$ cat config.mk
export PLATFORM = sky130hd
export DESIGN_NAME = alu_op_sequencer
export DESIGN_NICKNAME = d
export VERILOG_FILES = /design/src/rtl/alu_op_sequencer.sv
export SDC_FILE = /design/constraint.sdc
export NUM_CORES = 1
export LEC_CHECK = 0
export ABC_AREA = 1
export CAP_MARGIN = 20
export CORE_AREA = 2 2 91 93
export DETAILED_ROUTE_END_ITERATION = 10
export DIE_AREA = 0 0 93 95
export GPL_ROUTABILITY_DRIVEN = 0
export HOLD_SLACK_MARGIN = 0.03
export PLACE_DENSITY = 0.86
export SETUP_SLACK_MARGIN = 0.5
export SYNTH_ARGS = -nofsm -noshare
export SYNTH_HDL_FRONTEND = slang
export SYNTH_SLANG_ARGS = --single-unit
export TNS_END_PERCENT = 100
$ cat constraint.sdc
create_clock -name clk -period 3.41 [get_ports clk]
set_clock_uncertainty 0.05 [all_clocks]
set_input_delay 0.682 -clock clk [delete_from_list [all_inputs] [get_ports clk]]
set_output_delay 0.682 -clock clk [all_outputs]
set_load 0.05 [all_outputs]
$ cat src/rtl/alu_op_sequencer.sv
// -----------------------------------------------------------------------------
// alu_op_sequencer
//
// Command queue and result-capture stage wrapped around an external 8-bit
// combinational ALU. Commands (A, B, opcode) arrive over a valid/ready
// handshake and are buffered in a DEPTH-entry FIFO. The FIFO head drives the
// ALU, and the ALU result and flags are captured into a holding register that
// is drained by a second valid/ready handshake. Ordering is strictly in order.
//
// Optional feature: define ALU_SEQ_BYPASS_EN to let a command skip the FIFO
// when the FIFO is empty and the result slot is free. The command then goes
// straight to the ALU and is captured at its accept edge.
//
// Ports
//   clk, rst                    rising-edge clock, synchronous active-high reset
//   cmd_valid/cmd_ready         command handshake
//   cmd_a, cmd_b, cmd_sel       command operands and opcode
//   alu_a, alu_b, alu_sel       drive to ALU (zeros when nothing to present)
//   alu_out/alu_carry/alu_zero  combinational ALU response
//   res_valid/res_ready         result handshake
//   res_data/res_carry/res_zero registered result and flags
//   occupancy                   registered FIFO entry count
// -----------------------------------------------------------------------------
module alu_op_sequencer #(
    parameter int DEPTH = 4
) (
    input  logic                     clk,
    input  logic                     rst,
    input  logic                     cmd_valid,
    output logic                     cmd_ready,
    input  logic [7:0]               cmd_a,
    input  logic [7:0]               cmd_b,
    input  logic [2:0]               cmd_sel,
    output logic [7:0]               alu_a,
    output logic [7:0]               alu_b,
    output logic [2:0]               alu_sel,
    input  logic [7:0]               alu_out,
    input  logic                     alu_carry,
    input  logic                     alu_zero,
    output logic                     res_valid,
    input  logic                     res_ready,
    output logic [7:0]               res_data,
    output logic                     res_carry,
    output logic                     res_zero,
    output logic [$clog2(DEPTH):0]   occupancy
);

    localparam int AW = $clog2(DEPTH);
    localparam logic [AW:0]   FULL_CNT = DEPTH[AW:0];
    localparam logic [AW:0]   CNT_ONE  = 1;
    localparam logic [AW-1:0] PTR_ONE  = 1;

    typedef struct packed {
        logic [7:0] a;
        logic [7:0] b;
        logic [2:0] sel;
    } cmd_t;

    cmd_t          mem_q [DEPTH];
    logic [AW-1:0] wr_ptr_q, wr_ptr_d;
    logic [AW-1:0] rd_ptr_q, rd_ptr_d;
    logic [AW:0]   count_q, count_d;
    logic          res_valid_q, res_valid_d;
    logic [7:0]    res_data_q, res_data_d;
    logic          res_carry_q, res_carry_d;
    logic          res_zero_q, res_zero_d;

    logic fifo_empty, slot_free, push, push_fifo, issue, bypass;
    cmd_t cmd_in, head;

    assign cmd_in    = '{a: cmd_a, b: cmd_b, sel: cmd_sel};
    assign head      = mem_q[rd_ptr_q];
    // A full FIFO never accepts, even if a pop happens in the same cycle.
    assign cmd_ready = (count_q != FULL_CNT) && !rst;

    always_comb begin
        fifo_empty = (count_q == '0);
        // Result slot can take a new value if empty or being drained this cycle.
        slot_free  = !res_valid_q || res_ready;
        push       = cmd_valid && cmd_ready;
`ifdef ALU_SEQ_BYPASS_EN
        bypass     = fifo_empty && push && slot_free;
`else
        bypass     = 1'b0;
`endif
        push_fifo  = push && !bypass;
        issue      = !fifo_empty && slot_free;

        alu_a   = 8'h00;
        alu_b   = 8'h00;
        alu_sel = 3'b000;
        if (bypass) begin
            alu_a   = cmd_a;
            alu_b   = cmd_b;
            alu_sel = cmd_sel;
        end else if (!fifo_empty) begin
            alu_a   = head.a;
            alu_b   = head.b;
            alu_sel = head.sel;
        end

        wr_ptr_d = push_fifo ? wr_ptr_q + PTR_ONE : wr_ptr_q;
        rd_ptr_d = issue     ? rd_ptr_q + PTR_ONE : rd_ptr_q;
        count_d  = count_q;
        case ({push_fifo, issue})
            2'b10:   count_d = count_q + CNT_ONE;
            2'b01:   count_d = count_q - CNT_ONE;
            default: count_d = count_q;
        endcase

        // Data/flags hold their last value once drained; only valid drops.
        res_valid_d = res_valid_q;
        res_data_d  = res_data_q;
        res_carry_d = res_carry_q;
        res_zero_d  = res_zero_q;
        if (issue || bypass) begin
            res_valid_d = 1'b1;
            res_data_d  = alu_out;
            res_carry_d = alu_carry;
            res_zero_d  = alu_zero;
        end else if (res_valid_q && res_ready) begin
            res_valid_d = 1'b0;
        end
    end

    always_ff @(posedge clk) begin
        if (rst) begin
            wr_ptr_q    <= '0;
            rd_ptr_q    <= '0;
            count_q     <= '0;
            res_valid_q <= 1'b0;
            res_data_q  <= 8'h00;
            res_carry_q <= 1'b0;
            res_zero_q  <= 1'b0;
        end else begin
            wr_ptr_q    <= wr_ptr_d;
            rd_ptr_q    <= rd_ptr_d;
            count_q     <= count_d;
            res_valid_q <= res_valid_d;
            res_data_q  <= res_data_d;
            res_carry_q <= res_carry_d;
            res_zero_q  <= res_zero_d;
        end
    end

    // Storage needs no reset; push_fifo is already gated off during reset.
    always_ff @(posedge clk) begin
        if (push_fifo) mem_q[wr_ptr_q] <= cmd_in;
    end

    assign res_valid = res_valid_q;
    assign res_data  = res_data_q;
    assign res_carry = res_carry_q;
    assign res_zero  = res_zero_q;
    assign occupancy = count_q;

endmodule
After elaboration in Yosys (flattened, before gate mapping)
Memory sizes are Yosys's and may differ from the RTL's. A register that Yosys moved wholly into a read port is not among the register bits.
Cells that the tools add are included.
{ "totals": {"n_memories": 1, "wordCells": 36, "ramBits": 76, "regBits": 18, "out_inout_bits": 34, "input_bits": 33} }
{ "classes": {"n_eq_ne": 3, "n_mux": 10, "n_reduce_logical": 11, "addsub": 4} }
{ "memory_table": {"columns": ["memory", "depth", "width", "rd", "rd_clocked_by_memory_dff", "write_ports", "line_no", "text"], "rows": [
  ["mem_q", 4, 19, 1, 1, 1, "59", "cmd_t mem_q [DEPTH];"]
]} }
{ "ops": {"columns": ["cell", "count"], "rows": [
  ["$mux W8", 2],
  ["$pmux W3 S2", 1],
  ["$add A2 B1 Y2 const B", 2],
  ["$logic_and A1 B1 Y1", 4],
  ["$mux W1", 4],
  ["$mux W2", 2],
  ["$reduce_bool A2 Y1", 2],
  ["$add A3 B1 Y3 const B", 1],
  ["$logic_not A1 Y1", 3],
  ["$logic_not A3 Y1", 1],
  ["$mux W3", 1],
  ["$ne A3 B3 Y1 const B", 1],
  ["$sub A3 B1 Y3 const B", 1],
  ["$eq A2 B1 Y1 const B", 1],
  ["$eq A2 B2 Y1 const B", 1],
  ["$logic_or A1 B1 Y1", 1]
]} }

Depth between registers and ports, before layout
{ "depth": {"word_depth": 5, "mapped_depth": 14, "ltp_nobuf": 13} }

Worst setup path before layout
No wires, ideal clock.
{ "synth_timing": {"path_type": "reg-to-output", "startpoint": "register count_q[0] (netlist: occupancy[0])", "endpoint": "output alu_a[0]", "stages_incl_launch_ff": 6, "required_time_ns": 2.678, "slack_ns": 0.838, "path_buffers": 1, "arrival_ns": 1.840, "cell_sequence": "dfxtp_1 > nor2_2 > nand2_1 > inv_1 > buf_2 > a21oi_1"} }
{ "synth_between": {"elab_chain_len": 2} }
{ "synth_rtl": {"columns": ["item", "line_no", "text"], "rows": [
  ["from (decl)", "62", "logic [AW:0] count_q, count_d;"],
  ["from (signal assigned)", "138", "count_q <= count_d;"],
  ["$logic_not A3 Y1", "77", "fifo_empty = (count_q == '0);"],
  ["$mux W8", "96", "end else if (!fifo_empty) begin"],
  ["to (decl)", "34", "output logic [7:0] alu_a,"]
]} }
No other way between the ends.

Worst setup path in the final report
{ "layout_timing": {"startpoint": "register count_q[1] (netlist: occupancy[1])", "endpoint": "output alu_b[3]"} }
{ "layout_between": {"elab_chain_len": 2} }
{ "layout_rtl": {"columns": ["item", "line_no", "text"], "rows": [
  ["$logic_not A3 Y1", "77", null],
  ["$mux W8", "96", null],
  ["to (decl)", "35", "output logic [7:0] alu_b,"]
]} }
No other way between the ends.

==> key figures <==
Floorplanning
  • Die ar.: 8840 um^2
  • Core area: 7930 um^2
  • Die Wd: 93 um
  • Initial Util: 0.483
  • # IOs: 67
  • Row Count: 33
  • Die Span Y: 95 um

Logic synthesis
  • Largest area contributor in the netlist: edfxtp_1
  • Syn Area/Cell: 11.1 um^2
  • Synthesized netlist cell count: 344
  • Synth top area cells: edfxtp_1 (60%), dfxtp_1 (10%), nor2_1 (10%)
  • Net Count, Synth: 383
  • Yosys reg bits: 96
  • Post-synth cell types: 21
  • Register area share after synthesis: 0.701
  • Post-Syn Area: 3830 um^2
  • Ys Warns: 0
  • Synth top area share: 0.596

Detailed routing
  • Pre-antenna DRT Iters: 4
  • Drt initial violations: 135
  • Final wirelength: 7620 um
  • Via density per instance: 4.99
  • Wire length per cell: 14.6 um
  • Via count: 2599
  • DRC: 0
  • Post-route ant nets: 0

Setup path
  • Crit path max fanout: 20
  • Crit path from: occupancy[1]
  • Critical Path RT: 2.68 ns
  • Critical Path Source Type: flip-flop
  • Critical R2R Launch: occupancy[1]
  • Critical setup path kind: reg -> out
  • Arrival @ worst endpoint: 1.97 ns
  • CP Capture Type: primary output

STA
  • Final Hold Viols: 0
  • Fin Hold WS: 0.451 ns
  • Pins Over Slew Limit: 0
  • # setup viols final: 0
  • RSZ-0062 raised after global routing: false
  • Max Freq: 370 MHz
  • Worst Tran Pin Value: 0.785 ns
  • Sum Neg Setup Slack: 0 ns
  • Min Tclk post-route: 2.70 ns
  • Slew headroom: 0.476
  • Tcrit/Tclk final: 0.793
  • PnR worst setup slack: 0.706 ns

GRT
  • Total grt overflow: 0
  • Total track usage: 0.182
  • First-pass GRT wire length: 12100 um
  • Initial antenna violation count: 0
  • Largest net degree at the start of global routing: 39
  • Vias in the first global route: 2600

Run
  • Maximum capacitance violations: 0

Cells and area
  • Most frequent cells in the layout: nor2_1 (102), edfxtp_1 (76), clkdlybuf4s50_1 (46), o21ai_0 (31), buf_4 (25)
  • Inserted Diodes: 0
  • Seq. cell area: 2680 um^2
  • Area occupied by multi-input gates: 970 um^2
  • Synthesis-to-layout area growth: 23.3%
  • Layout cells sized above 1: 0.127
  • Post-layout util: 0.596
  • Fill count: 644
  • Leading cell type in the layout, fill and taps excluded: nor2_1
  • Final net count: 450

Pwr
  • Flop pwr share: 0.337
  • Net Sw Frac: 0.469
  • Switch Pwr: 2110 uW
  • Gate power share: 0.504
  • Clock Power Share: 0.159
  • Pleak: 0.00176 uW
  • Design internal power: 2390 uW
  • Power density cells: 953 nW/um^2
  • Worst vdd ir: 0.728 mV

Placed design
  • Port Buffers: 66
  • Setup WS pre-CTS: 0.532 ns
  • Dpl hpwl: 4960 um

Clock tree
  • Clock buffer depth: 2
  • CTS Hold Bufs: 0
  • TritonCTS clock tree: yes
  • Clk slew on worst S/H paths: 0.09 ns
  • TritonCTS Buffers: 9
  • CTS Sinks: 96
  • CTS Root Cell: clkbuf_8
  • CTS H-tree depth: 3
  • Clk_lat worst skew: 0.35 ns

Min path
  • Hold_sp: res_data[3]
  • Worst hold path type: reg -> reg

Run status
  • Status: finished clean
worst max-delay path, stage by stage, from the launching register on:
cell and delay [ns]:
dfxtp_1 0.36, nor2_2 0.15, nand2_1 0.13, inv_1 0.60, a21oi_1 0.14, buf_4 0.24
Yosys cell counts:
library cell and n:
nor2_1 106, edfxtp_1 76, o21ai_0 31, a21oi_1 23
dfxtp_1 20, o21ai_1 20, inv_1 18, nand2_1 16
buf_2 8, ha_1 5, inv_2 4, nand3_1 4
buf_4 3, buf_6 3, buf_1 1, clkbuf_1 1
fa_1 1, nand2_2 1, nand3_2 1, nand4_1 1
nor2_2 1
kinds of logic (layout without fill, tap and decap cells):
| group | after synthesis | after routing | share of synthesized area |
|---|---|---|---|
| buffers and inverters | 38 | 110 | 0.0487 |
| AO/OA/AOI/OAI | 74 | 74 | 0.0967 |
| flip-flops | 96 | 96 | 0.701 |
| adder cells (fa/ha/maj) | 6 | 6 | 0.0216 |
| AND/OR/NAND/NOR | 130 | 130 | 0.132 |
sequential cells by signal (all words and copies together), names as in the netlist, named ones only:
register	cells
mem_q	76
occupancy	3
rd_ptr_q	2
res_carry	1
res_data	8
res_valid	1
res_zero	1
wr_ptr_q	2
what timing repair did:
action,4_1_cts,5_1_grt
setup endpoints to repair,0,20
gates resized for setup,0,2
buffers inserted,0,0
routing by layer:
layer	part of all wire	GRT usage
met3	0.069	0.0407
met2	0.50	0.313
met4	0.013	0.0858
met1	0.42	0.217
met5	0	0
power groups by stage:
stage / Sequential [uW] / Clock [uW] / Combinational, uW
detailed placement: 1540 / 0 / 2270
global placement: 1530 / 0 / 2230
finish: 1520 / 717 / 2270
global route: 1530 / 788 / 2430
CTS: 1510 / 732 / 2280
floorplan: 1740 / 0 / 1450
through the flow:
stage	cells	power, uW	area [um^2]
after floorplan	344	3200	3830
after detailed placement	505	3810	4520
after CTS	521	4520	4720
after global routing	521	4750	4720
after global placement	505	3760	4520
final	521	4500	4720
cell type report:
cell class	instances	share of cell area
clock inverter	7	0.0148
multi-input combinational	210	0.205
timing repair buffer	72	0.140
tap	105	0.0278
clock buffer	9	0.0262
inverter	22	0.0175
sequential	96	0.568
final timing paths:
check	depth (start not counted)	to	slack [ns]
max	5	alu_b[3]	0.71
min	2	res_data[3]	0.45
max reg2reg	13	occupancy[2]	1.27
min reg2reg	2	res_data[3]	0.45
(Power assumes the default switching activity.)
